## src/rtl/mips_pkg.sv

```systemverilog
// Shared definitions for the mips_core end-of-run state dump path.
package mips_pkg;

    localparam int DEFAULT_DATA_W = 32;

    localparam logic TAG_REG = 1'b0;
    localparam logic TAG_MEM = 1'b1;

    typedef enum logic [2:0] {
        IDLE,
        REG_RD,
        REG_SEND,
        MEM_REQ,
        MEM_WAIT,
        MEM_SEND,
        DONE
    } dump_state_e;

endpackage

```

## src/rtl/mips_state_dump_out_reg.sv

```systemverilog
// Output holding register for the dump stream: one beat buffer with valid/ready
// handshake plus a running checksum over every accepted word.
module dump_out_reg
    import mips_pkg::*;
#(
    parameter int DATA_W = DEFAULT_DATA_W
) (
    input  logic              clock,
    input  logic              reset,
    input  logic              clear,
    input  logic              load,
    input  logic [DATA_W-1:0] load_data,
    input  logic              load_tag,
    input  logic [15:0]       load_index,
    input  logic              load_last,
    input  logic              out_ready,
    output logic              fire,
    output logic              out_valid,
    output logic [DATA_W-1:0] out_data,
    output logic              out_tag,
    output logic [15:0]       out_index,
    output logic              out_last,
    output logic [DATA_W-1:0] checksum
);

    function automatic logic [DATA_W-1:0] csum_add(input logic [DATA_W-1:0] acc,
                                                   input logic [DATA_W-1:0] word);
        return acc + word;
    endfunction

    assign fire = out_valid & out_ready;

    // A load only happens while the buffer is empty, so load and fire never coincide.
    always_ff @(posedge clock or posedge reset) begin
        if (reset) begin
            out_valid <= 1'b0;
            out_data  <= '0;
            out_tag   <= TAG_REG;
            out_index <= '0;
            out_last  <= 1'b0;
            checksum  <= '0;
        end else begin
            if (load) begin
                out_valid <= 1'b1;
                out_data  <= load_data;
                out_tag   <= load_tag;
                out_index <= load_index;
                out_last  <= load_last;
            end else if (fire) begin
                out_valid <= 1'b0;
            end

            if (clear) begin
                checksum <= '0;
            end else if (fire) begin
                checksum <= csum_add(checksum, out_data);
            end
        end
    end

endmodule

```

## src/rtl/mips_state_dump.sv

```systemverilog
// End-of-run state extractor: walks the register file then data memory and
// streams each word with tag, index, last flag and running checksum.
module mips_state_dump
    import mips_pkg::*;
#(
    parameter int  DATA_W    = DEFAULT_DATA_W,
    parameter int  NUM_REGS  = 32,
    parameter int  MEM_WORDS = 256,
    parameter bit  SKIP_R0   = 1'b1,
    localparam int REG_AW    = (NUM_REGS > 1) ? $clog2(NUM_REGS) : 1,
    localparam int MEM_AW    = (MEM_WORDS > 1) ? $clog2(MEM_WORDS) : 1
) (
    input  logic              clock,
    input  logic              reset,
    input  logic              start,
    output logic              busy,
    output logic              done,
    output logic [REG_AW-1:0] reg_rd_addr,
    input  logic [DATA_W-1:0] reg_rd_data,
    output logic              mem_rd_en,
    output logic [MEM_AW-1:0] mem_rd_addr,
    input  logic [DATA_W-1:0] mem_rd_data,
    output logic              out_valid,
    input  logic              out_ready,
    output logic [DATA_W-1:0] out_data,
    output logic              out_tag,
    output logic [15:0]       out_index,
    output logic              out_last,
    output logic [DATA_W-1:0] checksum
);

    localparam logic [REG_AW-1:0] REG_FIRST  = SKIP_R0 ? REG_AW'(1) : '0;
    localparam logic [REG_AW-1:0] REG_LAST   = REG_AW'(NUM_REGS - 1);
    localparam logic [MEM_AW-1:0] MEM_LAST   = MEM_AW'(MEM_WORDS - 1);
    localparam bit                REGS_EMPTY = (NUM_REGS == 1) && SKIP_R0;

    dump_state_e       state_q, state_d;
    logic [REG_AW-1:0] reg_idx_q, reg_idx_d;
    logic [MEM_AW-1:0] mem_addr_q, mem_addr_d;

    logic              clear;
    logic              load;
    logic [DATA_W-1:0] load_data;
    logic              load_tag;
    logic [15:0]       load_index;
    logic              load_last;
    logic              fire;

    assign reg_rd_addr = reg_idx_q;
    assign mem_rd_addr = mem_addr_q;
    assign mem_rd_en   = (state_q == MEM_REQ);
    assign busy        = (state_q != IDLE) && (state_q != DONE);
    assign done        = (state_q == DONE);

    always_ff @(posedge clock or posedge reset) begin
        if (reset) begin
            state_q    <= IDLE;
            reg_idx_q  <= '0;
            mem_addr_q <= '0;
        end else begin
            state_q    <= state_d;
            reg_idx_q  <= reg_idx_d;
            mem_addr_q <= mem_addr_d;
        end
    end

    always_comb begin
        state_d    = state_q;
        reg_idx_d  = reg_idx_q;
        mem_addr_d = mem_addr_q;
        clear      = 1'b0;
        load       = 1'b0;
        load_data  = reg_rd_data;
        load_tag   = TAG_REG;
        load_index = 16'(reg_idx_q);
        load_last  = 1'b0;

        unique case (state_q)
            IDLE: begin
                if (start) begin
                    clear = 1'b1;
                    if (REGS_EMPTY) begin
                        mem_addr_d = '0;
                        state_d    = MEM_REQ;
                    end else begin
                        reg_idx_d = REG_FIRST;
                        state_d   = REG_RD;
                    end
                end
            end
            REG_RD: begin
                load    = 1'b1;
                state_d = REG_SEND;
            end
            REG_SEND: begin
                if (fire) begin
                    if (reg_idx_q == REG_LAST) begin
                        mem_addr_d = '0;
                        state_d    = MEM_REQ;
                    end else begin
                        reg_idx_d = reg_idx_q + REG_AW'(1);
                        state_d   = REG_RD;
                    end
                end
            end
            MEM_REQ: begin
                state_d = MEM_WAIT;
            end
            // Synchronous memory: data requested in MEM_REQ is present now.
            MEM_WAIT: begin
                load       = 1'b1;
                load_data  = mem_rd_data;
                load_tag   = TAG_MEM;
                load_index = 16'(mem_addr_q);
                load_last  = (mem_addr_q == MEM_LAST);
                state_d    = MEM_SEND;
            end
            MEM_SEND: begin
                if (fire) begin
                    if (mem_addr_q == MEM_LAST) begin
                        state_d = DONE;
                    end else begin
                        mem_addr_d = mem_addr_q + MEM_AW'(1);
                        state_d    = MEM_REQ;
                    end
                end
            end
            DONE: begin
                state_d = IDLE;
            end
            default: begin
                state_d = IDLE;
            end
        endcase
    end

    dump_out_reg #(
        .DATA_W(DATA_W)
    ) u_out (
        .clock      (clock),
        .reset      (reset),
        .clear      (clear),
        .load       (load),
        .load_data  (load_data),
        .load_tag   (load_tag),
        .load_index (load_index),
        .load_last  (load_last),
        .out_ready  (out_ready),
        .fire       (fire),
        .out_valid  (out_valid),
        .out_data   (out_data),
        .out_tag    (out_tag),
        .out_index  (out_index),
        .out_last   (out_last),
        .checksum   (checksum)
    );

endmodule

```

## config.mk

```make
export PLATFORM = sky130hd
export DESIGN_NAME = mips_state_dump
export DESIGN_NICKNAME = d
export VERILOG_FILES = /design/src/rtl/mips_pkg.sv /design/src/rtl/mips_state_dump_out_reg.sv /design/src/rtl/mips_state_dump.sv
export SDC_FILE = /design/constraint.sdc
export NUM_CORES = 1
export LEC_CHECK = 0
export ABC_CLOCK_PERIOD_IN_PS = 3190
export CORE_MARGIN = 3
export CORE_UTILIZATION = 48
export DETAILED_ROUTE_END_ITERATION = 10
export GPL_TIMING_DRIVEN = 0
export PLACE_DENSITY_LB_ADDON = 0.12
export SLEW_MARGIN = 5
export SYNTH_ARGS = -nofsm -noshare
export SYNTH_HDL_FRONTEND = slang
export SYNTH_SLANG_ARGS = --single-unit
```

## constraint.sdc

```tcl
create_clock -name clock -period 3.19 [get_ports clock]
set_clock_uncertainty 0.15 [all_clocks]
set_input_delay 0.319 -clock clock [delete_from_list [all_inputs] [get_ports clock]]
set_output_delay 0.319 -clock clock [all_outputs]
set_load 0.02 [all_outputs]
```

==> results.yml, run 1 <==
outcome:
  status: "completed"
detailed_routing:
  drt_iter0_drc: 268
  routed_wl_um: 16500
  vias_per_cell: 5.60
  drc: 0
  routedWlPerCell_um: 17.1
  postRouteAntennaNets: 0
  route.vias.total: 5384
  dr.pass1.iters: 4
setup_path:
  required_ns: 3.31
  rr_startpoint: "u_out.out_data[0]"
  r2r_cells: 12
  crit_slowest_cell: "fa_2"
  critPathMaxStageDelay_ns: 0.44
  cp_cell_sequence: "ha_2 > fa_2 > a211oi_4 > o21bai_2 > o2111ai_2 > a21oi_2 > nor2_4 > o31ai_4 > a311oi_2 > xnor2_1 > nand2_1 > a21oi_1"
  worstSetupPathType: "flip-flop to flip-flop"
  cp-end-kind: "flip-flop"
  rrSetupSlack_ns: 0.1
  cp-start-kind: "flip-flop"
  crit_fanout: 4
  arrival_ns: 3.21
  r2r-end: "u_out.checksum[30]"
timing:
  whs_ns: 0.244
  relSlewSlack_pct: 58.8
  finalHoldViolCount: 0
  fin_crit_ns: 3.09
  worst_pin_slew_ns: 0.618
  setup_viol_count_final: 0
  finalCritPeriodShare_pct: 96.9
  drv_slew: 0
  timing.setup.tns_ns: 0
  fmax_mhz: 324
synth:
  ys_types: 63
  async_flop_share_pct: 100
  yosys-top-cells-area: "dfrtp_1, ha_1, nand2_1"
  synth_most_common_cell: "nand2_1"
  synth_edf_count: 0
  ys.flop_type: "dfrtp_1"
  yosys.area.top_type: "dfrtp_1"
  synth_cells: 631
  synth_common_cells: "nand2_1, dfrtp_1, o21ai_0"
  ys_seq_area_share_pct: 40.0
  yosys_warnings: 0
  netlist.area_leader.share_pct: 40.0
  ys_seq_elements: 91
  synth.cell_area_um2: 5700
  synth.avg_cell_area_um2: 9.03
cells_and_area:
  synthToLayoutAreaGrowth_pct: 38.3
  drive_above_1_share_pct: 8.80
  layout.nets: 916
  n_antenna_cell: 0
  design_area_um2: 7880
global_routing:
  grt_pass1_vias: 5314
  grt_pass1_wl_um: 26400
  overflow: 0
  grt_start_max_net_pins: 49
  groute.usage.overall_pct: 25.0
  antenna_found_initial: 0
pwr:
  swShare_pct: 46.3
  seqPwrFrac_pct: 24.5
  power.switching_mw: 3.74
  clkPwrFrac_pct: 13.7
  p_int_mw: 4.34
  vdd_drop_max_mv: 0.427
  power_density_nw_per_um2: 1030
  leakage_nw: 3.42
  p_comb_share_pct: 61.8
placed_design:
  placed_cell_area_um2: 7510
  dpl.hpwl_um: 12400
  numPortBuffers: 158
  gp_congestion: 0.881
floorplan:
  io_pins: 167
  start_util_pct: 49.5
  coreArea_um2: 11500
  die-width_um: 115
  fp-row-count: 39
  die_h_um: 115
  die-area_um2: 13200
clocking:
  cts_max_path_buffers: 2
  cts_buffers: 9
  tritoncts: "done"
  cts_max_level: 3
  clock-root-buffer: "clkbuf_16"
  clkTransAtPathRegs_ns: 0.07
  ctsHoldBuffers: 0
  clkLatencyLatePin_ns: 0.35
  cts_num_sinks: 91
min_path:
  min_path_type: "primary input to async pin"
flow_run:
  maxCapViolCount: 0
## metrics by stage
stage	utilization [%]	power (mW)	cells	setup slack [ns]
floorplan	-	5.15	638	0.217
global placement	65.0	6.73	939	-1.13
detailed placement	65.2	6.87	940	-0.0483
CTS	67.9	8.01	956	0.0135
global route	68.4	8.66	961	-0.00986
finish	68.4	8.08	961	0.0995
## registers in the layout (all words and copies together), names as in the netlist
name and count:
u_out.checksum 32, u_out.out_data 32, mem_rd_addr 8, u_out.out_index 8, reg_rd_addr 5, state_q 3
u_out.out_last 1, u_out.out_tag 1, u_out.out_valid 1
## critical path, delay by kind of cell (launching register included)
family | cells | cell delay, ns
and+or+nand+nor | 2 | 0.29
xor gates and xnor gates | 1 | 0.17
adders and majority gates | 2 | 0.67
AOI/OAI and AO/OA | 7 | 1.34
DFF | 1 | 0.40
## how the worst max path moves through the flow
stage | from | endpoint | cells after the start | slack (ns)
floorplan | u_out.out_data[0] | u_out.checksum[18] | 12 | 0.22
global placement | reset | u_out.out_data[27] | 2 | -1.13
detailed placement | u_out.out_data[0] | u_out.checksum[26] | 12 | -0.05
CTS | u_out.out_data[0] | u_out.checksum[30] | 12 | 0.01
global route | u_out.out_data[0] | u_out.checksum[30] | 12 | -0.01
finish | u_out.out_data[0] | u_out.checksum[30] | 12 | 0.1
## timing repair
action,4_1_cts,5_1_grt
pin swaps,0,5
resized for setup,2,4
setup endpoints to repair,5,6
buffers inserted,0,5
## metal layers
metal	wire length [µm]	vias up	GRT usage, %
met3	968	15	4.84
met1	7230	2592	33.5
met5	0	-	0
met4	217	0	6.96
li1	-	2612	-
met2	8040	165	41.6
## cells in the final DEF (no fill, tap or decap), types with 13 or more instances in the layout
cell type / n
o21ai_0: 68
nor2_1: 22
clkbuf_1: 19
buf_4: 13
dfrtp_1: 91
a21oi_1: 48
clkdlybuf4s50_1: 158
xnor2_1: 17
nand2_1: 105
ha_1: 33
mux2i_1: 33
nand3_1: 19
## cells by family after synthesis
family                   synth area share (%)
multiplexers                             5.80
XOR/XNOR                                 4.30
adder cells (fa/ha/maj)                  7.82
AO/OA/AOI/OAI                            21.9
AND/OR/NAND/NOR                          16.4
flip-flops                               40.0
other                                  0.0658
buffers and inverters                    3.82
## power by group through the flow
stage | sequential [mW] | clock [mW] | combinational, mW
after CTS | 1.97 | 1.12 | 4.92
final | 1.98 | 1.11 | 4.99
after global routing | 2.04 | 1.17 | 5.45
after floorplan | 2.39 | 0 | 2.76
after global placement | 1.98 | 0 | 4.75
after detailed placement | 1.99 | 0 | 4.88
## cell type report
| cell class | instances | area, µm² |
|---|---|---|
| fill | 961 | 3640 |
| multi-input combinational | 499 | 3250 |
| sequential | 91 | 2280 |
| timing repair buffer | 164 | 1650 |
| clock buffer | 9 | 225 |
| tap | 143 | 179 |
| buffer | 37 | 176 |
| clock inverter | 7 | 76.3 |
| inverter | 11 | 43.8 |
Note: power is estimated with default switching activity, not from simulation.
==> inputs of run 2 (changes only) <==
ABC_CLOCK_PERIOD_IN_PS = 3100   (was 3190)
clock period = 3.1 ns   (was 3.19 ns; I/O delays follow)
==> run 2 against run 1 <==
Against the previous run:
- combinational power increased by 4.4%
- first-iteration DRC count increased by 19%
- global-route usage about the same
- hold slack got worse by 0.0095 ns
- highest routed layer unchanged
==> results.yml, run 2 (synthesized netlist as in run 1, its figures left out) <==
outcome:
  status: "completed"
cells_and_area:
  fill_cells: 953
  synthToLayoutAreaGrowth_pct: 39.5
  n_antenna_cell: 0
  design_area_um2: 7950
  final_common_cell: "clkdlybuf4s50_1"
  drive_above_1_share_pct: 9.51
  reg.largest.list: "u_out.checksum (32), u_out.out_data (32)"
  layout.nets: 918
  final_cell_mix: "clkdlybuf4s50_1, nand2_1, dfrtp_1"
placed_design:
  preCtsSetupSlack_ns: -0.138
  numPortBuffers: 158
  dpl.hpwl_um: 12400
  gp_congestion: 0.881
  placed_cell_area_um2: 7510
timing:
  rsz0062_at_grt: "true"
  timing.setup.tns_ns: 0
  setup_viol_count_final: 0
  fin_crit_ns: 3.02
  drv_slew: 0
  finalCritPeriodShare_pct: 97.5
  fmax_mhz: 331
  worst_pin_slew_ns: 0.635
  finalHoldViolCount: 0
  setup_slack_ns: 0.0788
  relSlewSlack_pct: 57.7
clocking:
  cts_num_sinks: 91
  clkTransAtPathRegs_ns: 0.07
  clock-root-buffer: "clkbuf_16"
  clkLatencyLatePin_ns: 0.35
  tritoncts: "done"
  cts_max_path_buffers: 2
  cts_buffers: 9
  cts_max_level: 3
setup_path:
  arrival_ns: 3.14
  cp-start-kind: "flip-flop"
  crit_fanout: 4
  cp_cell_sequence: "ha_4 > fa_2 > a211oi_4 > o21bai_2 > o2111ai_2 > a21oi_4 > nor2_4 > o31ai_4 > a311oi_2 > xnor2_1 > nand2_1 > a21oi_1"
  required_ns: 3.22
  crit_family: "compound AO/OA/AOI/OAI gates"
  critPathMaxStageDelay_ns: 0.44
  worstSetupPathType: "flip-flop to flip-flop"
  crit_slowest_cell: "fa_2"
  cp-end-kind: "flip-flop"
  timing.critical_path.buf_inv: 0
detailed_routing:
  routed_wl_um: 16600
  routedWlPerCell_um: 17.2
  drt_iter0_drc: 320
  route.vias.total: 5419
  vias_per_cell: 5.63
  drc: 0
  dr.pass1.iters: 7
  postRouteAntennaNets: 0
pwr:
  power_density_nw_per_um2: 1060
  vdd_drop_max_mv: 0.437
  leakage_nw: 3.44
global_routing:
  use_met2_pct: 41.5
  grt_pass1_vias: 5306
  met3_usage_pct: 4.84
  antenna_found_initial: 0
  grt_pass1_wl_um: 26400
  gr-usage-met1_pct: 33.4
  grt_start_max_net_pins: 49
  groute.usage.overall_pct: 25.0
  busiest_layer: "met2"
  overflow: 0
floorplan:
  fp-row-count: 39
  die-area_um2: 13200
  coreArea_um2: 11500
  start_util_pct: 49.5
  io_pins: 167
  die-width_um: 115
  die_h_um: 115
min_path:
  min_path_type: "primary input to async pin"
flow_run:
  maxCapViolCount: 0
[run 2: cell count changes in the layout (fill, tap and decap cells not counted), moves of 2 or more]
cell,previous run,this run
a21oi_2,3,1
a21oi_4,0,2
buf_4,13,15
ha_4,0,2
[run 2: what timing repair did]
item                                    in CTS  in global routing
hold buffers                                 0                  0
buffers inserted                             2                  5
pin swaps                                    2                 13
gates resized for setup                      3                 12
hold endpoints to repair                     0                  0
endpoints found under the setup margin       5                  8
[run 2: per-stage QoR]
stage / utilization, % / hold slack (ns) / total power [mW] / std cells
final: 69.0 / 0.235 / 8.39 / 963
after global routing: 69.0 / 0.277 / 8.99 / 963
after CTS: 68.1 / 0.254 / 8.27 / 958
after detailed placement: 65.2 / 0.327 / 7.06 / 940
after global placement: 65.0 / 0.316 / 6.92 / 939
after floorplan: - / 0.267 / 5.30 / 638
[run 2: where the power goes]
part	internal, mW	switching [mW]	leakage, nW	total, mW
Sequential	1.64	0.406	1.17	2.04
Clock	0.633	0.504	0.148	1.14
Combinational	2.25	2.97	2.12	5.21
[run 2: worst paths after layout]
path                                    start            endpoint  slack [ns]  depth (start not counted)
min                                     reset   u_out.out_data[6]        0.24                          2
max in group asynchronous               reset  u_out.out_index[7]        1.93                          3
min in group clock         u_out.out_index[3]  u_out.out_index[3]        0.34                          2
max reg2reg                 u_out.checksum[0]  u_out.checksum[30]        0.08                         12
min reg2reg                u_out.out_index[3]  u_out.out_index[3]        0.34                          2
max                         u_out.checksum[0]  u_out.checksum[30]        0.08                         12
[run 2: layout make-up]
type	instances	area [µm²]	area share, %
Sequential cell	91	2280	28.7
Buffer	37	176	2.22
Clock buffer	9	225	2.83
Tap cell	143	179	2.25
Inverter	11	43.8	0.551
Clock inverter	7	76.3	0.960
Multi-Input combinational cell	499	3310	41.6
Timing Repair Buffer	166	1660	20.9
[run 2: layer usage]
layer | part of all wire (%) | routed length (µm)
met1 | 43 | 7200
met2 | 49 | 8140
met3 | 6.0 | 988
met4 | 1.4 | 236
met5 | 0 | 0
